[src/rtl/uart_rx_link_if.sv]
// Receive-side handshake bundle: byte, status flags, valid/ready and the overrun clear.
interface uart_rx_link_if;
    logic [7:0] rx_data;
    logic       rx_valid;
    logic       rx_ready;
    logic       parity_err;
    logic       frame_err;
    logic       overrun;
    logic       err_clr;

    modport master (
        output rx_data, rx_valid, parity_err, frame_err, overrun,
        input  rx_ready, err_clr
    );

    modport slave (
        input  rx_data, rx_valid, parity_err, frame_err, overrun,
        output rx_ready, err_clr
    );
endinterface

[src/rtl/uart_rx_link.sv]
// 16x-oversampled 8-bit UART receiver with optional parity, error flags and a
// one-entry valid/ready output register with a sticky overrun flag.
module uart_rx_link #(
    parameter int SYS_CLK_FREQ = 100_000_000,
    parameter int BAUD_RATE    = 115200,
    parameter int PARITY       = 0
) (
    input  logic           clk_in,
    input  logic           rst_in,
    input  logic           rx_in,
    uart_rx_link_if.master rx_bus
);

    localparam int SAMPLE_DIV = SYS_CLK_FREQ / (BAUD_RATE * 16);
    localparam int DIV_W      = (SAMPLE_DIV > 2) ? $clog2(SAMPLE_DIV) : 1;
    localparam logic [DIV_W-1:0] DIV_LAST = DIV_W'(SAMPLE_DIV - 1);

    typedef enum logic [2:0] {
        S_IDLE,
        S_START,
        S_DATA,
        S_PARITY,
        S_STOP,
        S_DELIVER
    } state_t;

    state_t           state_q, state_d;
    logic             rx_meta_q, rx_meta_d;
    logic             rx_s_q, rx_s_d;
    logic [DIV_W-1:0] div_q, div_d;
    logic [3:0]       scnt_q, scnt_d;
    logic [2:0]       bit_idx_q, bit_idx_d;
    logic [7:0]       shift_q, shift_d;
    logic             par_q, par_d;
    logic             stop_q, stop_d;
    logic [7:0]       rx_data_q, rx_data_d;
    logic             rx_valid_q, rx_valid_d;
    logic             parity_err_q, parity_err_d;
    logic             frame_err_q, frame_err_d;
    logic             overrun_q, overrun_d;
    logic             tick;
    logic             par_xor;
    logic             par_fail;

    // Next-state logic: synchronizer, tick divider, frame FSM and output register
    always_comb begin
        rx_meta_d    = rx_in;
        rx_s_d       = rx_meta_q;
        state_d      = state_q;
        bit_idx_d    = bit_idx_q;
        shift_d      = shift_q;
        par_d        = par_q;
        stop_d       = stop_q;
        rx_data_d    = rx_data_q;
        rx_valid_d   = rx_valid_q;
        parity_err_d = parity_err_q;
        frame_err_d  = frame_err_q;
        overrun_d    = overrun_q;

        tick   = (div_q == DIV_LAST);
        div_d  = tick ? '0 : div_q + 1'b1;
        scnt_d = tick ? scnt_q + 4'd1 : scnt_q;

        par_xor = (^shift_q) ^ par_q;
        if (PARITY == 1) begin
            par_fail = ~par_xor;
        end else if (PARITY == 2) begin
            par_fail = par_xor;
        end else begin
            par_fail = 1'b0;
        end

        case (state_q)
            S_IDLE: begin
                if (!rx_s_q) begin
                    state_d = S_START;
                    scnt_d  = '0;
                    div_d   = '0;
                end
            end
            S_START: begin
                if (tick && scnt_q == 4'd7) begin
                    if (rx_s_q) begin
                        state_d = S_IDLE;
                    end else begin
                        state_d   = S_DATA;
                        scnt_d    = '0;
                        bit_idx_d = '0;
                    end
                end
            end
            S_DATA: begin
                if (tick && scnt_q == 4'd15) begin
                    shift_d[bit_idx_q] = rx_s_q;
                    if (bit_idx_q == 3'd7) begin
                        state_d = (PARITY != 0) ? S_PARITY : S_STOP;
                    end else begin
                        bit_idx_d = bit_idx_q + 3'd1;
                    end
                end
            end
            S_PARITY: begin
                if (tick && scnt_q == 4'd15) begin
                    par_d   = rx_s_q;
                    state_d = S_STOP;
                end
            end
            S_STOP: begin
                if (tick && scnt_q == 4'd15) begin
                    stop_d  = rx_s_q;
                    state_d = S_DELIVER;
                end
            end
            S_DELIVER: begin
                state_d = S_IDLE;
            end
            default: begin
                state_d = S_IDLE;
            end
        endcase

        if (rx_bus.err_clr) begin
            overrun_d = 1'b0;
        end

        if (state_q == S_DELIVER) begin
            if (!rx_valid_q || rx_bus.rx_ready) begin
                rx_data_d    = shift_q;
                parity_err_d = par_fail;
                frame_err_d  = ~stop_q;
                rx_valid_d   = 1'b1;
            end else begin
                overrun_d = 1'b1;
            end
        end else if (rx_valid_q && rx_bus.rx_ready) begin
            rx_valid_d = 1'b0;
        end
    end

    // State registers with synchronous reset; the synchronizer idles high like the line
    always_ff @(posedge clk_in) begin
        if (rst_in) begin
            state_q      <= S_IDLE;
            rx_meta_q    <= 1'b1;
            rx_s_q       <= 1'b1;
            div_q        <= '0;
            scnt_q       <= '0;
            bit_idx_q    <= '0;
            shift_q      <= '0;
            par_q        <= 1'b0;
            stop_q       <= 1'b1;
            rx_data_q    <= '0;
            rx_valid_q   <= 1'b0;
            parity_err_q <= 1'b0;
            frame_err_q  <= 1'b0;
            overrun_q    <= 1'b0;
        end else begin
            state_q      <= state_d;
            rx_meta_q    <= rx_meta_d;
            rx_s_q       <= rx_s_d;
            div_q        <= div_d;
            scnt_q       <= scnt_d;
            bit_idx_q    <= bit_idx_d;
            shift_q      <= shift_d;
            par_q        <= par_d;
            stop_q       <= stop_d;
            rx_data_q    <= rx_data_d;
            rx_valid_q   <= rx_valid_d;
            parity_err_q <= parity_err_d;
            frame_err_q  <= frame_err_d;
            overrun_q    <= overrun_d;
        end
    end

    assign rx_bus.rx_data    = rx_data_q;
    assign rx_bus.rx_valid   = rx_valid_q;
    assign rx_bus.parity_err = parity_err_q;
    assign rx_bus.frame_err  = frame_err_q;
    assign rx_bus.overrun    = overrun_q;

endmodule

[src/flat_wrapper.sv]
// flat-port wrapper written by rule: the top's interface ports become plain ports
module uart_rx_link_flat 
#(
    parameter int SYS_CLK_FREQ = 100_000_000,
    parameter int BAUD_RATE    = 115200,
    parameter int PARITY       = 0
)
  (clk_in, rst_in, rx_in, rx_bus_rx_data, rx_bus_rx_valid, rx_bus_parity_err, rx_bus_frame_err, rx_bus_overrun, rx_bus_rx_ready, rx_bus_err_clr);
  uart_rx_link_if rx_bus_i ();
  input  logic clk_in;
  input  logic rst_in;
  input  logic rx_in;
  output wire logic [$bits(rx_bus_i.rx_data)-1:0] rx_bus_rx_data;
  output wire logic [$bits(rx_bus_i.rx_valid)-1:0] rx_bus_rx_valid;
  output wire logic [$bits(rx_bus_i.parity_err)-1:0] rx_bus_parity_err;
  output wire logic [$bits(rx_bus_i.frame_err)-1:0] rx_bus_frame_err;
  output wire logic [$bits(rx_bus_i.overrun)-1:0] rx_bus_overrun;
  input wire logic [$bits(rx_bus_i.rx_ready)-1:0] rx_bus_rx_ready;
  input wire logic [$bits(rx_bus_i.err_clr)-1:0] rx_bus_err_clr;
  assign rx_bus_rx_data = rx_bus_i.rx_data;
  assign rx_bus_rx_valid = rx_bus_i.rx_valid;
  assign rx_bus_parity_err = rx_bus_i.parity_err;
  assign rx_bus_frame_err = rx_bus_i.frame_err;
  assign rx_bus_overrun = rx_bus_i.overrun;
  assign rx_bus_i.rx_ready = rx_bus_rx_ready;
  assign rx_bus_i.err_clr = rx_bus_err_clr;
  uart_rx_link #(.SYS_CLK_FREQ(SYS_CLK_FREQ), .BAUD_RATE(BAUD_RATE), .PARITY(PARITY)) u_core (.clk_in(clk_in), .rst_in(rst_in), .rx_in(rx_in), .rx_bus(rx_bus_i));
endmodule
[config.mk]
export PLATFORM = sky130hd
export DESIGN_NAME = uart_rx_link_flat
export DESIGN_NICKNAME = d
export VERILOG_FILES = /design/src/rtl/uart_rx_link_if.sv /design/src/rtl/uart_rx_link.sv /design/src/flat_wrapper.sv
export SDC_FILE = /design/constraint.sdc
export NUM_CORES = 1
export LEC_CHECK = 0
export CORE_UTILIZATION = 55
export DETAILED_ROUTE_END_ITERATION = 7
export HOLD_SLACK_MARGIN = 0.05
export PLACE_DENSITY = 0.77
export SLEW_MARGIN = 40
export SYNTH_ARGS = -nofsm -noshare
export SYNTH_HDL_FRONTEND = slang
export SYNTH_SLANG_ARGS = --single-unit
export TNS_END_PERCENT = 20
[constraint.sdc]
create_clock -name clk_in -period 4.65 [get_ports clk_in]
set_input_delay 0.93 -clock clk_in [delete_from_list [all_inputs] [get_ports clk_in]]
set_output_delay 0.93 -clock clk_in [all_outputs]
set_load 0.1 [all_outputs]
==> results.md <==
* P_leak at 0.799 nW
* H-tree depth at 2
* Max-Cap Viols at 0
* Placed Instance Area at 0.00184 mm²
* Full die area at 0.00337 mm²
* Relative slew slack at 47.3%
* First-pass GRT wire length at 5520 µm
* Num ports at 17
* Synth unique cells at 47
* Failing checks: design-rule violations
* Largest net degree at the start of global routing at 23
* Die span in x at 58.1 µm
* Worst-Skew Late Latency at 0.35 ns
* DRC Markers at 2
* Post-Syn Nets at 196
* Initial Util at 60.1%
* Via count at 1,348
* Endpoints failing hold at 0
* Power per cell area at 305 mW/mm²
* Number of global-route vias before repair at 1,224
* GPL Wtd Cong at 0.861
* Final setup vio count at 0
* Floorplan Core Area at 0.00288 mm²
* DRT antenna net count at 0
* Clock sink count at 38
* Reg2Reg Depth at 7
* Reg2reg setup slack at 2.48 ns
* Setup Skew at 0.0155 ns
* Worst Hold Depth at 1
* Seq/Total Area, Yosys at 44.0%
* Routed WL at 3310 µm
* TritonCTS buffer count at 5
* Clock Tree Root: clkbuf_4
* Hold path endpoint: u_core.rx_s_q
* Synth Flop Type: dfxtp_1
* Gr ovfl total at 0
* Mean Syn Cell Area at 9.29 µm²
* Least-Margin Pin Slew at 0.788 ns
* Peak supply drop at 0.204 mV
* R2r endpoint: u_core.bit_idx_q[0]
* DR WL/cell at 13.6 µm
* Final Net Count at 210
* Hold Buf Count CTS at 0
* Crit path max fanout at 22
* Port Buffer Count at 15
* CP Class: input pin to register
* FF/Latch Area at 761 µm²
* TritonRoute pass-1 iters at 8
* Worst r2r src: u_core.bit_idx_q[0]
* Initial antenna violation count at 0
* Critical Path Source Type: input pin
* Area Overhead vs Synth at 10.1%
* Footprint of the multi-input gates at 912 µm²
* Finished Cell Area at 0.00190 mm²
* Die height at 58.1 µm
* Synthesized instance count at 186
* Gr usage total at 22.6%
* Cell row count at 19
* Post-DP HPWL at 2360 µm
* Final period util at 55.6%
* CTS tree: built
* Max Root-Sink Buffers at 2
* Required @ worst endpoint at 4.91 ns
* Yosys warns at 0
* Worst EP arrival at 2.84 ns
* Clk slew on worst S/H paths at 0.12 ns
* Vias per Instance at 5.55
* Hold_sp: u_core.rx_meta_q
* Crit end category: register
* Share of cells above drive strength 1 at 17.4%
* Layout fillers at 243
* Fin util at 66.2%
* Outcome: finished, violations left
* Cts repair resizes at 0
* RSZ-0062 raised after global routing: no
* # diodes at 0
* Post-CTS Setup Bufs at 0
* Fin Setup TNS at 0 ns
* Post-synth ARST share at 0%
* Most common cell after layout, fill and taps aside: dfxtp_1
* Synthesized cell area at 0.00173 mm²
* Final Max Slew Viols at 0
* Hold WC Path Type: register to register
* Post-synth EDFFs at 0
* Seq cells post-synth at 38
* Number of DRC markers in iteration 0 at 58
* Fin crit period at 2.58 ns
* F_max at 387 MHz
* Commonest non-fill, non-tap cells in the layout: dfxtp_1, nor2_1, nand2_1, mux2i_1, buf_2
-- Yosys cell counts (all sizes together) (2+ instances only) --
cell type | n | share of area (%)
a211o | 2 | 1.0
a21oi | 6 | 2.0
a31oi | 2 | 0.72
and4bb | 2 | 1.4
buf | 5 | 1.4
clkbuf | 3 | 0.65
dfxtp | 38 | 44
ha | 5 | 3.6
inv | 5 | 1.1
mux2i | 13 | 7.5
nand2 | 15 | 3.3
nand3 | 7 | 2.0
nand3b | 2 | 1.6
nand4 | 3 | 2.0
nand4b | 3 | 1.5
nor2 | 31 | 6.9
nor2b | 4 | 1.4
o21ai | 7 | 2.0
or2 | 5 | 2.0
or3 | 4 | 1.8
xnor2 | 4 | 2.0
xor2 | 4 | 2.0
-- registers in the layout (all words and copies together) (netlist names) --
name / cells
u_core.rx_bus.frame_err: 1
u_core.rx_meta_q: 1
u_core.stop_q: 1
u_core.rx_bus.rx_valid: 1
u_core.scnt_q: 4
u_core.state_q: 3
u_core.div_q: 6
u_core.shift_q: 8
u_core.rx_bus.overrun: 1
u_core.bit_idx_q: 3
u_core.rx_s_q: 1
u_core.rx_bus.rx_data: 8
-- metal layers --
layer,GRT usage [%],vias up,wire [µm]
met5,0,-,0
met1,27.5,620,1530
met3,6.25,12,144
met4,15.0,0,102
met2,34.8,43,1540
li1,-,673,-
-- logic make-up after synthesis --
family	share of synthesized area, %
compound gates	10.1
xor+xnor	4.05
fa+ha+maj	3.62
buf+inv	3.19
flops	44.0
mux	7.53
other cells	0.217
simple gates	27.3
-- where the power goes --
part / internal [W] / switching, W
Clock: 0.0000727 / 0.000112
Combinational: 0.0000195 / 0.0000309
Sequential: 0.000332 / 0.0000139
Total: 0.000424 / 0.000157
-- final cells by class --
class / instances / share of cell area (%)
Clock inverter: 2 / 0.657
Inverter: 5 / 0.986
Multi-Input combinational cell: 135 / 47.9
Clock buffer: 6 / 2.70
Sequential cell: 38 / 40.0
Tap cell: 42 / 2.76
Timing Repair Buffer: 15 / 5.00
-- worst max-delay path: stages --
cell and delay, ns:
clkdlybuf4s50_1 0.98, inv_1 0.39, nand2_1 0.26, nor2_1 0.07, a31o_2 0.20
-- stage by stage --
stage          hold WS (ns)  instances  setup slack [ns]  total power (W)
3_3_place_gp          0.399        235              1.79         0.000399
6_report              0.433        243              2.07         0.000581
2_1_floorplan         0.389        186              2.75         0.000392
4_1_cts               0.435        243              2.10         0.000583
3_5_place_dp          0.401        235              1.72         0.000403
5_1_grt               0.450        243              1.94         0.000608
-- worst max path at each step --
stage | slack (ns) | from | depth (start not counted) | endpoint
2_1_floorplan | 2.75 | u_core.bit_idx_q[1] | 7 | u_core.bit_idx_q[0]
3_3_place_gp | 1.79 | rst_in | 5 | u_core.shift_q[1]
3_5_place_dp | 1.72 | rst_in | 5 | u_core.shift_q[1]
4_1_cts | 2.10 | rst_in | 5 | u_core.shift_q[1]
5_1_grt | 1.94 | rst_in | 5 | u_core.shift_q[1]
6_report | 2.07 | rst_in | 5 | u_core.shift_q[1]
Power figures use the tool's default switching activity.
